File: src/rtl/mem_wb_forward_source.sv
// EX/MEM and MEM/WB pipeline registers with data-memory drive, EX-stage
// forwarding selects, load-use stall detection and a saturating stall counter.
module mem_wb_forward_source #(
  parameter int NBits   = 32,
  parameter int CntBits = 16
) (
  input  logic               clk,
  input  logic               reset,
  input  logic               EX_Valid,
  input  logic [NBits-1:0]   EX_ALUResult,
  input  logic [NBits-1:0]   EX_WriteData,
  input  logic [NBits-1:0]   EX_PC_4,
  input  logic [4:0]         EX_WriteRegister,
  input  logic               EX_RegWrite,
  input  logic               EX_MemRead,
  input  logic               EX_MemWrite,
  input  logic               EX_MemtoReg,
  input  logic               EX_Link,
  input  logic [4:0]         EX_Rs,
  input  logic [4:0]         EX_Rt,
  input  logic [4:0]         ID_Rs,
  input  logic [4:0]         ID_Rt,
  input  logic [NBits-1:0]   MemReadData,
  output logic [NBits-1:0]   MemAddress,
  output logic [NBits-1:0]   MemWriteData,
  output logic               MemRead,
  output logic               MemWrite,
  output logic [NBits-1:0]   MEM_ALUResult,
  output logic [NBits-1:0]   ALUMemOrPCData,
  output logic               WB_RegWrite,
  output logic [4:0]         WB_WriteRegister,
  output logic [1:0]         ForwardA,
  output logic [1:0]         ForwardB,
  output logic               Stall,
  output logic               LoadUseViolation,
  output logic [CntBits-1:0] StallCount
);

  typedef struct packed {
    logic             valid;
    logic             reg_write;
    logic             mem_read;
    logic             mem_write;
    logic             memto_reg;
    logic             link;
    logic [4:0]       wr;
    logic [NBits-1:0] alu;
    logic [NBits-1:0] wdata;
    logic [NBits-1:0] pc4;
  } exmem_t;

  typedef struct packed {
    logic             valid;
    logic             reg_write;
    logic             memto_reg;
    logic             link;
    logic [4:0]       wr;
    logic [NBits-1:0] alu;
    logic [NBits-1:0] mdata;
    logic [NBits-1:0] pc4;
  } memwb_t;

  exmem_t             exmem_d, exmem_q;
  memwb_t             memwb_d, memwb_q;
  logic [CntBits-1:0] stall_cnt_d, stall_cnt_q;

  always_comb begin
    exmem_d           = '0;
    exmem_d.valid     = EX_Valid;
    exmem_d.reg_write = EX_RegWrite;
    exmem_d.mem_read  = EX_MemRead;
    exmem_d.mem_write = EX_MemWrite;
    exmem_d.memto_reg = EX_MemtoReg;
    exmem_d.link      = EX_Link;
    exmem_d.wr        = EX_WriteRegister;
    exmem_d.alu       = EX_ALUResult;
    exmem_d.wdata     = EX_WriteData;
    exmem_d.pc4       = EX_PC_4;

    memwb_d           = '0;
    memwb_d.valid     = exmem_q.valid;
    memwb_d.reg_write = exmem_q.reg_write;
    memwb_d.memto_reg = exmem_q.memto_reg;
    memwb_d.link      = exmem_q.link;
    memwb_d.wr        = exmem_q.wr;
    memwb_d.alu       = exmem_q.alu;
    memwb_d.mdata     = MemReadData;
    memwb_d.pc4       = exmem_q.pc4;

    stall_cnt_d = stall_cnt_q;
    if (Stall && (stall_cnt_q != {CntBits{1'b1}}))
      stall_cnt_d = stall_cnt_q + CntBits'(1);
  end

  always_ff @(posedge clk) begin
    if (reset) begin
      exmem_q     <= '0;
      memwb_q     <= '0;
      stall_cnt_q <= '0;
    end else begin
      exmem_q     <= exmem_d;
      memwb_q     <= memwb_d;
      stall_cnt_q <= stall_cnt_d;
    end
  end

  // Loads in EX/MEM have no data yet, so they are excluded from the 2'b10 source.
  logic exmem_alu_src, exmem_load, memwb_src;
  assign exmem_alu_src = exmem_q.valid & exmem_q.reg_write & ~exmem_q.memto_reg & (exmem_q.wr != 5'd0);
  assign exmem_load    = exmem_q.valid & exmem_q.reg_write &  exmem_q.memto_reg & (exmem_q.wr != 5'd0);
  assign memwb_src     = memwb_q.valid & memwb_q.reg_write & (memwb_q.wr != 5'd0);

  logic [1:0][4:0] ex_src;
  logic [1:0][1:0] fwd;
  logic [1:0]      lu_hit;
  assign ex_src = {EX_Rt, EX_Rs};

  for (genvar g = 0; g < 2; g++) begin : g_opnd
    logic ex_hit, wb_hit;
    assign ex_hit    = exmem_alu_src & (exmem_q.wr == ex_src[g]);
    assign wb_hit    = memwb_src     & (memwb_q.wr == ex_src[g]);
    assign lu_hit[g] = exmem_load    & (exmem_q.wr == ex_src[g]);
    assign fwd[g]    = ex_hit ? 2'b10 : (wb_hit ? 2'b01 : 2'b00);
  end

  assign ForwardA         = fwd[0];
  assign ForwardB         = fwd[1];
  assign LoadUseViolation = |lu_hit;

  assign Stall = EX_Valid & EX_MemRead & EX_RegWrite & (EX_WriteRegister != 5'd0) &
                 ((EX_WriteRegister == ID_Rs) | (EX_WriteRegister == ID_Rt));
  assign StallCount = stall_cnt_q;

  assign MemAddress       = exmem_q.alu;
  assign MemWriteData     = exmem_q.wdata;
  assign MemRead          = exmem_q.valid & exmem_q.mem_read;
  assign MemWrite         = exmem_q.valid & exmem_q.mem_write;
  assign MEM_ALUResult    = exmem_q.alu;
  assign ALUMemOrPCData   = memwb_q.memto_reg ? memwb_q.mdata : (memwb_q.link ? memwb_q.pc4 : memwb_q.alu);
  assign WB_RegWrite      = memwb_q.valid & memwb_q.reg_write;
  assign WB_WriteRegister = memwb_q.wr;

endmodule

File: config.mk
export PLATFORM = sky130hd
export DESIGN_NAME = mem_wb_forward_source
export DESIGN_NICKNAME = d
export VERILOG_FILES = /design/src/rtl/mem_wb_forward_source.sv
export SDC_FILE = /design/constraint.sdc
export NUM_CORES = 1
export LEC_CHECK = 0
export ABC_AREA = 1
export BUFFER_PORTS_ARGS = -buffer_cell sky130_fd_sc_hd__clkbuf_2
export CAP_MARGIN = 20
export CORE_MARGIN = 5
export CORE_UTILIZATION = 53
export DETAILED_ROUTE_END_ITERATION = 6
export PLACE_DENSITY = 0.85
export SYNTH_ARGS = -nofsm -noshare
export SYNTH_HDL_FRONTEND = slang
export SYNTH_SLANG_ARGS = --single-unit
export TNS_END_PERCENT = 10
File: constraint.sdc
create_clock -name clk -period 2.7 [get_ports clk]
set_clock_uncertainty 0.2 [all_clocks]
set_input_delay 0.54 -clock clk [delete_from_list [all_inputs] [get_ports clk]]
set_output_delay 0.54 -clock clk [all_outputs]
set_load 0.1 [all_outputs]
# Yosys cells after proc, flatten, opt, wreduce, memory -nomap -nowiden
# Index checks and enable logic that the tools add are counted.
# W data, S select, Z words.
totals:
  wordCells: 59
  latchBits: 0
  mem_count: 0
  reg_bits: 228
  romBits: 0
  mem_bits_rw: 0
  out_inout_bits: 158
classes:
  n_reduce_logical: 5
  multipliers: 0
  n_div: 0
  n_addsub: 1
  eq_ne: 7
  mux: 6
  shifts: 0
  n_lt_le_gt_ge: 0
  n_bitwise: 21
op_table:
  columns: ["op", "count"]
  rows:
  - ["$mux W32", 2]
  - ["$eq A5 B5 Y1", 6]
  - ["$and A1 B1 Y1", 19]
  - ["$add A16 B1 Y16 const B", 1]
  - ["$ne A16 B16 Y1 const B", 1]
  - ["$reduce_bool A5 Y1", 3]
  - ["$mux W2", 2]
  - ["$mux W1", 2]
  - ["$reduce_or A2 Y1", 1]
  - ["$logic_and A1 B1 Y1", 1]
  - ["$not A1 Y1", 1]
  - ["$or A1 B1 Y1", 1]

# Logic depth before layout (Yosys ltp)
# Gate-level depths: netlist of run 1.
depth:
  ltp_word: 5
  mapped_depth: 11

# Worst setup path before layout of run 1
# Ideal clock, no wire load.
synth_timing:
  path_type: "reg2out"
  start: "register memwb_q[104] (netlist name)"
  end: "output port ForwardA[0]"
  path_slack_ps: -1314
  stages_incl_launch_ff: 5
  t_arrival_ps: 3274
  path_cell_list: "dfxtp_1 -> nand2_1 -> inv_1 -> o41ai_1 -> nor3_1"
synth_between:
  elab_chain_cells: 5
synth_rtl:
  columns: ["element", "line_no", "rtl"]
  rows:
  - ["start: declaration", "64", "memwb_t memwb_d, memwb_q;"]
  - ["start signal: assignment", "102", "memwb_q <= memwb_d;"]
  - ["$and A1 B1 Y1", null, null]
  - ["net WB_RegWrite", "30", "output logic WB_RegWrite,"]
  - ["$and A1 B1 Y1", "111", "assign memwb_src = memwb_q.valid & memwb_q.reg_write & (memwb_q.wr != 5'd0);"]
  - ["$and A1 B1 Y1", "121", "assign wb_hit = memwb_src & (memwb_q.wr == ex_src[g]);"]
  - ["$mux W1", "123", "assign fwd[g] = ex_hit ? 2'b10 : (wb_hit ? 2'b01 : 2'b00);"]
  - ["$mux W2", "123", null]
  - ["end: declaration", "32", "output logic [1:0] ForwardA,"]
# The timed path passes the listed nets, and every way through them passes these cells.

# Worst setup path after layout of run 1
layout_timing:
  start: "register memwb_q[101] (netlist name)"
  end: "output port ALUMemOrPCData[10]"
layout_between:
  elab_chain_cells: 2
layout_rtl:
  columns: ["element", "line_no", "rtl"]
  rows:
  - ["$mux W32 (2 in a row)", "139", "assign ALUMemOrPCData = memwb_q.memto_reg ? memwb_q.mdata : (memwb_q.link ? memwb_q.pc4 : memwb_q.alu);"]
  - ["end: declaration", "29", "output logic [NBits-1:0] ALUMemOrPCData,"]
# No other way between the ends.

==> metrics.csv, run 1 <==
metric,value,unit
post-route insts no fill,1624,
synth cell count leaders,"nor2_1, inv_1, dfxtp_1",
Placer Congestion,0.872,
post-synth top area share,51.2,%
asr flop ratio synth,0,%
sequential area share after synthesis,51.2,%
status,"finished, final reports clean",
vias per cell,4.57,
Final min period,2.59,ns
routed length per instance,13.3,µm
Syn-to-layout area delta,27.2,%
First-pass DRT Iterations,4,
DR DRC count,0,
Starting Density,54.0,%
ratio of cells with drive above 1 in the final layout,28.6,%
Fillers,1257,
final core occ,68.7,%
max_cap viols,0,
CP max FO,32,
number of setup buffers added after CTS,0,
area of the die,19500,µm²
clk slew on worst S/H paths,0.06,ns
Final ANT Viol Nets,0,
"FF+latch count, synth",228,
Clock Latency Late Sink,0.50,ns
vias,7420,
Port Buffers,318,
Mapped Area,8920,µm²
CTS buffer count,23,
pin slew with the least headroom to its limit,0.585,ns
Syn. warnings,0,
DRT iter0 DRCs,249,
largest net degree at the start of global routing,84,
top-count cell post-synth,nor2_1,
Reg2Reg Capture Point,StallCount[3],
WP data required,1.96,ns
Longest Clk Path Bufs,3,
Reg-to-Reg Start,StallCount[1],
Worst slew margin,61.1,%
crit path kind,reg2out,
leak pwr,0.00608,µW
initial antenna violation count,2,
final period utilization,95.9,%
Setup crit end kind,output pin,
IO Pins,319,
largest cells by area after synthesis,"dfxtp_1, nor2_1, inv_1",
Post-Route WL,21500,µm
critical hold path startpoint,EX_WriteData[19],
global-route wire length before repair,34900,µm
worst min path class,in2reg,
grt total ovfl,0,
dpl cells,1584,
Max Fclk,386,MHz
post-DP HPWL,15900,µm
WHS Endpoint,MemWriteData[19],
die height,140,µm
R2R depth,9,
die width,140,µm
"EDFF count, synth",0,
Clock Sinks,228,
syn_nets,1342,
CTS tree,done,
Overall Global Routing Usage,21.2,%
final setup vio count,0,
H-tree depth,1,
final worst slack,0.110,ns
Core Region,16500,µm²
final max-slew violation count,0,
Post-synth top flop,dfxtp_1,
cts hold-fix bufs,0,
R2R Setup Slk,0.83,ns
Mapped Cells,1180,
Hold WS,0.0231,ns
Synth area leader,dfxtp_1,
worst vdd ir,0.000669,V
synthesized area per cell,7.56,µm²
Setup crit start kind,flip-flop,
CTS root buffer,clkbuf_16,
Power Density,731,nW/µm²
Row Count,47,
Setup Slack @ Placement,0.215,ns
Fin. Hold Viols,0,
Worst Path Arrival,1.85,ns
Final nets,1551,
Netlist cell types,33,
hold depth,3,
vias in the first global route,7396,
-- worst max-delay path by stage --
| stage | startpoint | end | slack [ns] |
|---|---|---|---|
| after floorplan | memwb_q[101] | ALUMemOrPCData[10] | -0.40 |
| after global placement | EX_Rs[1] | ForwardA[0] | 0.29 |
| after detailed placement | EX_Rs[1] | ForwardA[0] | 0.22 |
| after CTS | exmem_q[99] | ForwardB[0] | 0.01 |
| after global routing | exmem_q[97] | LoadUseViolation | -0.005 |
| final | memwb_q[101] | ALUMemOrPCData[10] | 0.11 |
-- cell families (layout without fill, tap and decap cells) --
kind of cell	count (synthesis)	count (layout)	synth area share (%)
compound gates	73	73	4.24
xor+xnor	21	21	2.06
fa+ha+maj	1	1	0.140
buf+inv	401	624	21.4
flops	228	228	51.2
other cells	0	1	0
simple gates	456	456	21.0
-- cell usage in the layout (no fill, tap or decap), types with 2 or more instances in the layout --
master     netlist  routed
inv_2            7       7
xor2_1           8       8
a21oi_1         65      64
nor3_2           1       2
clkbuf_8         0       4
nor2_1         293     291
dfxtp_2          0       3
nor3_1           5       2
buf_4          103       9
dfxtp_1        228     225
nand4_1         14      14
buf_12           0      41
clkbuf_16        0      23
nand3_2          2       2
inv_1          247     246
nor2_4           1       3
nand3_4          2       2
nor3_4           1       3
nand2_2          2       3
nand3_1         19      19
nand2_1        111     110
clkinv_2         0       8
clkbuf_2         0     279
xnor2_1         13      13
bufinv_16        0       2
a21oi_2          2       3
o21ai_0          3       3
-- power by group --
group | switching, µW | internal [µW]
Sequential | 65.9 | 3520
Combinational | 1210 | 393
Clock | 1260 | 1850
Total | 2530 | 5770
-- layout make-up --
class                           instances  area (µm²)  share of cell area, %
Antenna cell                            1        2.50                 0.0221
Clock buffer                           28         634                   5.59
Timing Repair Buffer                  330        2300                   20.2
Multi-Input combinational cell        551        2500                   22.0
Sequential cell                       228        4570                   40.3
Tap cell                              220         275                   2.43
Clock inverter                         11         109                  0.959
Inverter                              255         963                   8.49
-- per-layer routing --
metal  share of wire (%)  GRT usage, %  vias up
li1                    -             -     3731
met1                  37          23.1     3360
met2                  52          39.4      270
met3                 7.7          5.90       57
met4                 3.3          7.34        2
met5               0.060             0        -
-- through the flow --
step,power [µW],TNS (ns),cell area (µm²)
after floorplan,4900,-12.35,8950
after global placement,5230,0,10600
after detailed placement,5260,0,10600
after CTS,8370,0,11300
after global routing,8630,-0.00544,11300
final,8300,0,11300
-- critical path, stage by stage, from the launching register on --
cell     delay, ns
dfxtp_1       0.32
buf_4         0.36
a21oi_1       0.11
a21oi_1       0.33
buf_12        0.23
-- flip-flops by register name (all words and copies together) (netlist names) --
name / cells
MEM_ALUResult: 32
MemWriteData: 32
StallCount: 16
WB_WriteRegister: 5
exmem_q: 43
memwb_q: 100
-- what timing repair did --
| action | 4_1_cts | 5_1_grt |
|---|---|---|
| gates resized for setup | 2 | 7 |
| pin swaps | 0 | 2 |
| endpoints found under the setup margin | 4 | 5 |
Power figures use the tool's default switching activity.
==> run 2, diff against run 1 <==
--- a/config.mk
+++ b/config.mk
@@ -8,6 +8,7 @@
 export ABC_AREA = 1
 export BUFFER_PORTS_ARGS = -buffer_cell sky130_fd_sc_hd__clkbuf_2
 export CAP_MARGIN = 20
+export CORE_ASPECT_RATIO = 0.9
 export CORE_MARGIN = 5
 export CORE_UTILIZATION = 53
 export DETAILED_ROUTE_END_ITERATION = 6
==> metrics.csv, run 2 (same netlist as run 1, synthesis figures left out) <==
metric,value,unit
grt total ovfl,0,
Reg with most FFs,memwb_q,
Hold WS,0.0288,ns
Setup Slack @ Placement,0.279,ns
max reg flops,100,
Placer Congestion,0.885,
worst min path class,in2reg,
CTS tree,done,
final worst slack,0.0991,ns
slowest CP cell,dfxtp_1,
area of the die,19500,µm²
Row Count,45,
grt peak-use layer,met2,
die height,133,µm
DR DRC count,0,
DP Area,10600,µm²
final core occ,67.6,%
max_cap viols,0,
"commonest non-fill, non-tap cell in the layout",nor2_1,
final instance area,11300,µm²
Final ANT Viol Nets,0,
Port Buffers,318,
Fin. Hold Viols,0,
Final nets,1552,
WP data required,1.96,ns
number of setup buffers added after CTS,0,
post-DP HPWL,15600,µm
leak pwr,0.00607,µW
Post-Route WL,21100,µm
GR met3 Demand/Resource,5.03,%
Longest Clk Path Bufs,3,
Setup crit start kind,flip-flop,
Max Fclk,384,MHz
CP max FO,4,
Syn-to-layout area delta,26.8,%
CTS root buffer,clkbuf_16,
Max stage delay on crit path,0.42,ns
Worst Path Arrival,1.86,ns
met1 Use GR,23.1,%
Worst slew margin,62.1,%
global-route wire length before repair,34400,µm
CTS buffer count,23,
Inserted Diodes,0,
Fillers,1319,
DRT iter0 DRCs,237,
clk slew on worst S/H paths,0.06,ns
First-pass DRT Iterations,5,
IO Pins,319,
vias,7283,
Starting Density,53.3,%
ratio of cells with drive above 1 in the final layout,28.1,%
routed length per instance,13.1,µm
R2R depth,10,
H-tree depth,1,
Setup TNS,0,ns
largest net degree at the start of global routing,82,
most frequent CP cell,nand3_1,
vias in the first global route,7395,
final setup vio count,0,
Core Region,16700,µm²
Clock Sinks,228,
initial antenna violation count,0,
most frequent cells in the layout,"nor2_1, clkbuf_2, inv_1",
pin slew with the least headroom to its limit,0.571,ns
met2 Usage GRT,40.4,%
R2R Setup Slk,0.83,ns
Setup crit end kind,output pin,
hold depth,3,
cts hold-fix bufs,0,
worst-path cell chain,xnor2_1 -> nand3_1 -> nor2_1 -> nand3_1 -> nor2_4 -> nor3_4 -> buf_12,
die width,147,µm
Final min period,2.60,ns
Overall Global Routing Usage,21.2,%
Power Density,723,nW/µm²
Clock Latency Late Sink,0.49,ns
Largest regs,"memwb_q (100), exmem_q (43)",
final period utilization,96.3,%
final max-slew violation count,0,
status,"finished, final reports clean",
vias per cell,4.51,
worst vdd ir,0.000554,V
crit path kind,reg2out,
-- run 2: critical path: cells and delay by family, from the launching register on --
family | cells | cell delay, ns
AND/OR/NAND/NOR | 5 | 0.64
XOR/XNOR | 1 | 0.15
flip-flops | 1 | 0.42
buffers and inverters | 1 | 0.16
-- run 2: final timing paths --
check / from / end
worst max-delay path: exmem_q[99] / ForwardB[0]
worst min-delay path: EX_ALUResult[25] / MEM_ALUResult[25]
worst max register to register: StallCount[0] / StallCount[4]
worst min register to register: exmem_q[2] / memwb_q[2]
-- run 2: report_power, final --
group          leakage, µW  switching [µW]  internal [µW]  total (µW)
Combinational      0.00383            1200            394        1600
Sequential         0.00189            67.8           3520        3590
Clock             0.000356            1200           1790        3000
-- run 2: area by class of cell --
type / instances / area (µm²) / share of cell area, %
timing repair buffer: 331 / 2300 / 20.4
tap: 211 / 264 / 2.33
sequential: 228 / 4560 / 40.4
multi-input combinational: 551 / 2500 / 22.1
clock inverter: 5 / 50.0 / 0.443
inverter: 255 / 963 / 8.52
clock buffer: 34 / 667 / 5.90
-- run 2: through the flow --
| step | total power (µW) | instances |
|---|---|---|
| 3_5_place_dp | 5260 | 1576 |
| 2_1_floorplan | 4900 | 1180 |
| 6_report | 8180 | 1615 |
| 5_1_grt | 8490 | 1615 |
| 3_3_place_gp | 5240 | 1576 |
| 4_1_cts | 8250 | 1615 |
-- run 2: routing by layer --
metal / routed length (µm) / up-vias
li1: - / 3730
met1: 7960 / 3255
met2: 11100 / 255
met3: 1470 / 43
met4: 531 / 0
met5: 0 / -
-- run 2: timing repair --
action | 4_1_cts | 5_1_grt
resized for setup | 1 | 4
endpoints found under the hold margin | 0 | 0
setup endpoints to repair | 1 | 4
==> run 3, diff against run 2 <==
--- a/config.mk
+++ b/config.mk
@@ -5,14 +5,13 @@
 export SDC_FILE = /design/constraint.sdc
 export NUM_CORES = 1
 export LEC_CHECK = 0
-export ABC_AREA = 1
 export BUFFER_PORTS_ARGS = -buffer_cell sky130_fd_sc_hd__clkbuf_2
 export CAP_MARGIN = 20
 export CORE_ASPECT_RATIO = 0.9
-export CORE_MARGIN = 5
+export CORE_MARGIN = 2
 export CORE_UTILIZATION = 53
 export DETAILED_ROUTE_END_ITERATION = 6
-export PLACE_DENSITY = 0.85
+export PLACE_DENSITY = 0.86
 export SYNTH_ARGS = -nofsm -noshare
 export SYNTH_HDL_FRONTEND = slang
 export SYNTH_SLANG_ARGS = --single-unit
==> metrics.csv, run 3 <==
metric,value,unit
status,finished with violations,
failing checks,negative setup slack,
post-route insts no fill,1250,
routed length per instance,14.4,µm
CP max FO,3,
worst-path cell chain,or4_4 -> nor2_4 -> nor4_4 -> nor4_4 -> buf_12,
asr flop ratio synth,0,%
Final ANT Viol Nets,0,
grt total ovfl,0,
Reg2Reg Capture Point,StallCount[5],
"commonest non-fill, non-tap cell in the layout",clkbuf_2,
largest net degree at the start of global routing,76,
IO Pins,319,
leak pwr,0.00475,µW
global-route wire length before repair,27100,µm
Starting Density,54.6,%
synthesized area per cell,10.3,µm²
DP Area,9830,µm²
max reg flops,100,
CP top delay family,simple AND/OR/NAND/NOR gates,
worst vdd ir,0.000621,V
synth cell count leaders,"dfxtp_1, nor2b_1, buf_4",
dpl cells,1210,
Final nets,1196,
final instance area,10600,µm²
Setup crit end kind,output pin,
vias in the first global route,5618,
"EDFF count, synth",0,
H-tree depth,1,
post-DP HPWL,12600,µm
max_cap viols,0,
WP data required,1.96,ns
Largest regs,"memwb_q (100), exmem_q (43)",
Fin. Hold Viols,0,
initial antenna violation count,1,
unrepaired setup endpoints after global routing,true,
Post-synth top flop,dfxtp_1,
hold depth,2,
post-synth top area share,53.8,%
"Buf+Inv Stages, Crit Path",1,
area of the die,17000,µm²
Final min period,2.89,ns
CTS root buffer,clkbuf_16,
final worst slack,-0.188,ns
Max Fclk,346,MHz
clk slew on worst S/H paths,0.06,ns
Synth area leader,dfxtp_1,
Setup TNS,-0.569,ns
die width,137,µm
R2R depth,6,
vias per cell,4.68,
Max stage delay on crit path,0.55,ns
pin slew with the least headroom to its limit,0.563,ns
Placer Congestion,0.874,
largest cells by area after synthesis,"dfxtp_1, nor2b_1, buf_4",
final setup vio count,5,
ratio of cells with drive above 1 in the final layout,38.7,%
Clock Latency Late Sink,0.50,ns
Reg-to-Reg Start,StallCount[0],
Power Density,742,nW/µm²
CP Launch Point,exmem_q[98],
syn_nets,982,
"FF+latch count, synth",228,
Reg with most FFs,memwb_q,
most frequent cells in the layout,"clkbuf_2, nor2b_1, dfxtp_1",
Overall Global Routing Usage,20.2,%
R2R Setup Slk,0.57,ns
critical hold path startpoint,EX_WriteData[16],
Port Buffers,318,
worst min path class,in2reg,
crit path kind,reg2out,
Syn. warnings,0,
WP depth,5,
Longest Clk Path Bufs,3,
Syn-to-layout area delta,25.3,%
Post-Route WL,18000,µm
Mapped Area,8480,µm²
most frequent CP cell,nor4_4,
WHS Endpoint,MemWriteData[16],
top-count cell post-synth,dfxtp_1,
final max-slew violation count,0,
sequential area share after synthesis,53.8,%
CTS tree,done,
Pwr Total,7880,µW
Worst Path Arrival,2.15,ns
vias,5856,
CTS buffer count,22,
DR DRC count,0,
Setup crit start kind,flip-flop,
Mapped Cells,820,
Worst slew margin,62.6,%
Core Region,15500,µm²
Hold WS,0.0459,ns
Clock Sinks,228,
die height,124,µm
DRT iter0 DRCs,253,
slowest CP cell,or4_4,
Row Count,43,
First-pass DRT Iterations,4,
final period utilization,107,%
Netlist cell types,36,
==> run 3: logic make-up after synthesis <==
family | Yosys count | synth area share [%]
AO/OA/AOI/OAI | 45 | 3.02
XOR/XNOR | 30 | 3.10
adder cells (fa/ha/maj) | 1 | 0.147
buffers and inverters | 143 | 11.2
flip-flops | 228 | 53.8
multiplexers | 44 | 5.64
AND/OR/NAND/NOR | 329 | 23.1
==> run 3: metrics by stage <==
step / utilization [%] / setup slack (ns)
global placement: 63.2 / 0.130
finish: 68.3 / -0.188
CTS: 68.3 / -0.183
floorplan: - / -0.706
global route: 68.3 / -0.254
detailed placement: 63.2 / 0.122
==> run 3: worst max-delay path by stage <==
stage	to	slack, ns
finish	ForwardB[0]	-0.19
global route	ForwardB[0]	-0.25
CTS	ForwardB[0]	-0.18
detailed placement	ForwardB[0]	0.12
global placement	ForwardB[0]	0.13
floorplan	ALUMemOrPCData[31]	-0.71
==> run 3: repair_timing <==
| action | CTS | global route |
|---|---|---|
| endpoints found under the hold margin | 0 | 0 |
| pin swaps | 6 | 1 |
| hold buffers | 0 | 0 |
| endpoints found under the setup margin | 16 | 6 |
| buffers inserted | 5 | 0 |
| gates resized for setup | 26 | 1 |
==> run 3: routing by layer <==
metal	track usage, %	share of wire, %	vias to the layer above
li1	-	-	2937
met5	0	0	-
met4	7.73	3.3	0
met3	6.23	8.4	44
met2	35.8	49	245
met1	22.9	39	2630
==> run 3: cell type report <==
class | instances | area [µm²]
diodes | 1 | 2.50
multi-input cells | 449 | 3080
clock buffers | 32 | 639
repair buffers | 333 | 2010
well taps | 202 | 253
fillers | 1158 | 4920
flip-flops and latches | 228 | 4590
clock inverters | 5 | 50.0
==> run 3: power breakdown <==
part | leakage, µW | internal (µW) | switching, µW
clock | 0.000342 | 1730 | 1180
sequential | 0.00189 | 3520 | 66.6
combinational | 0.00252 | 331 | 1050
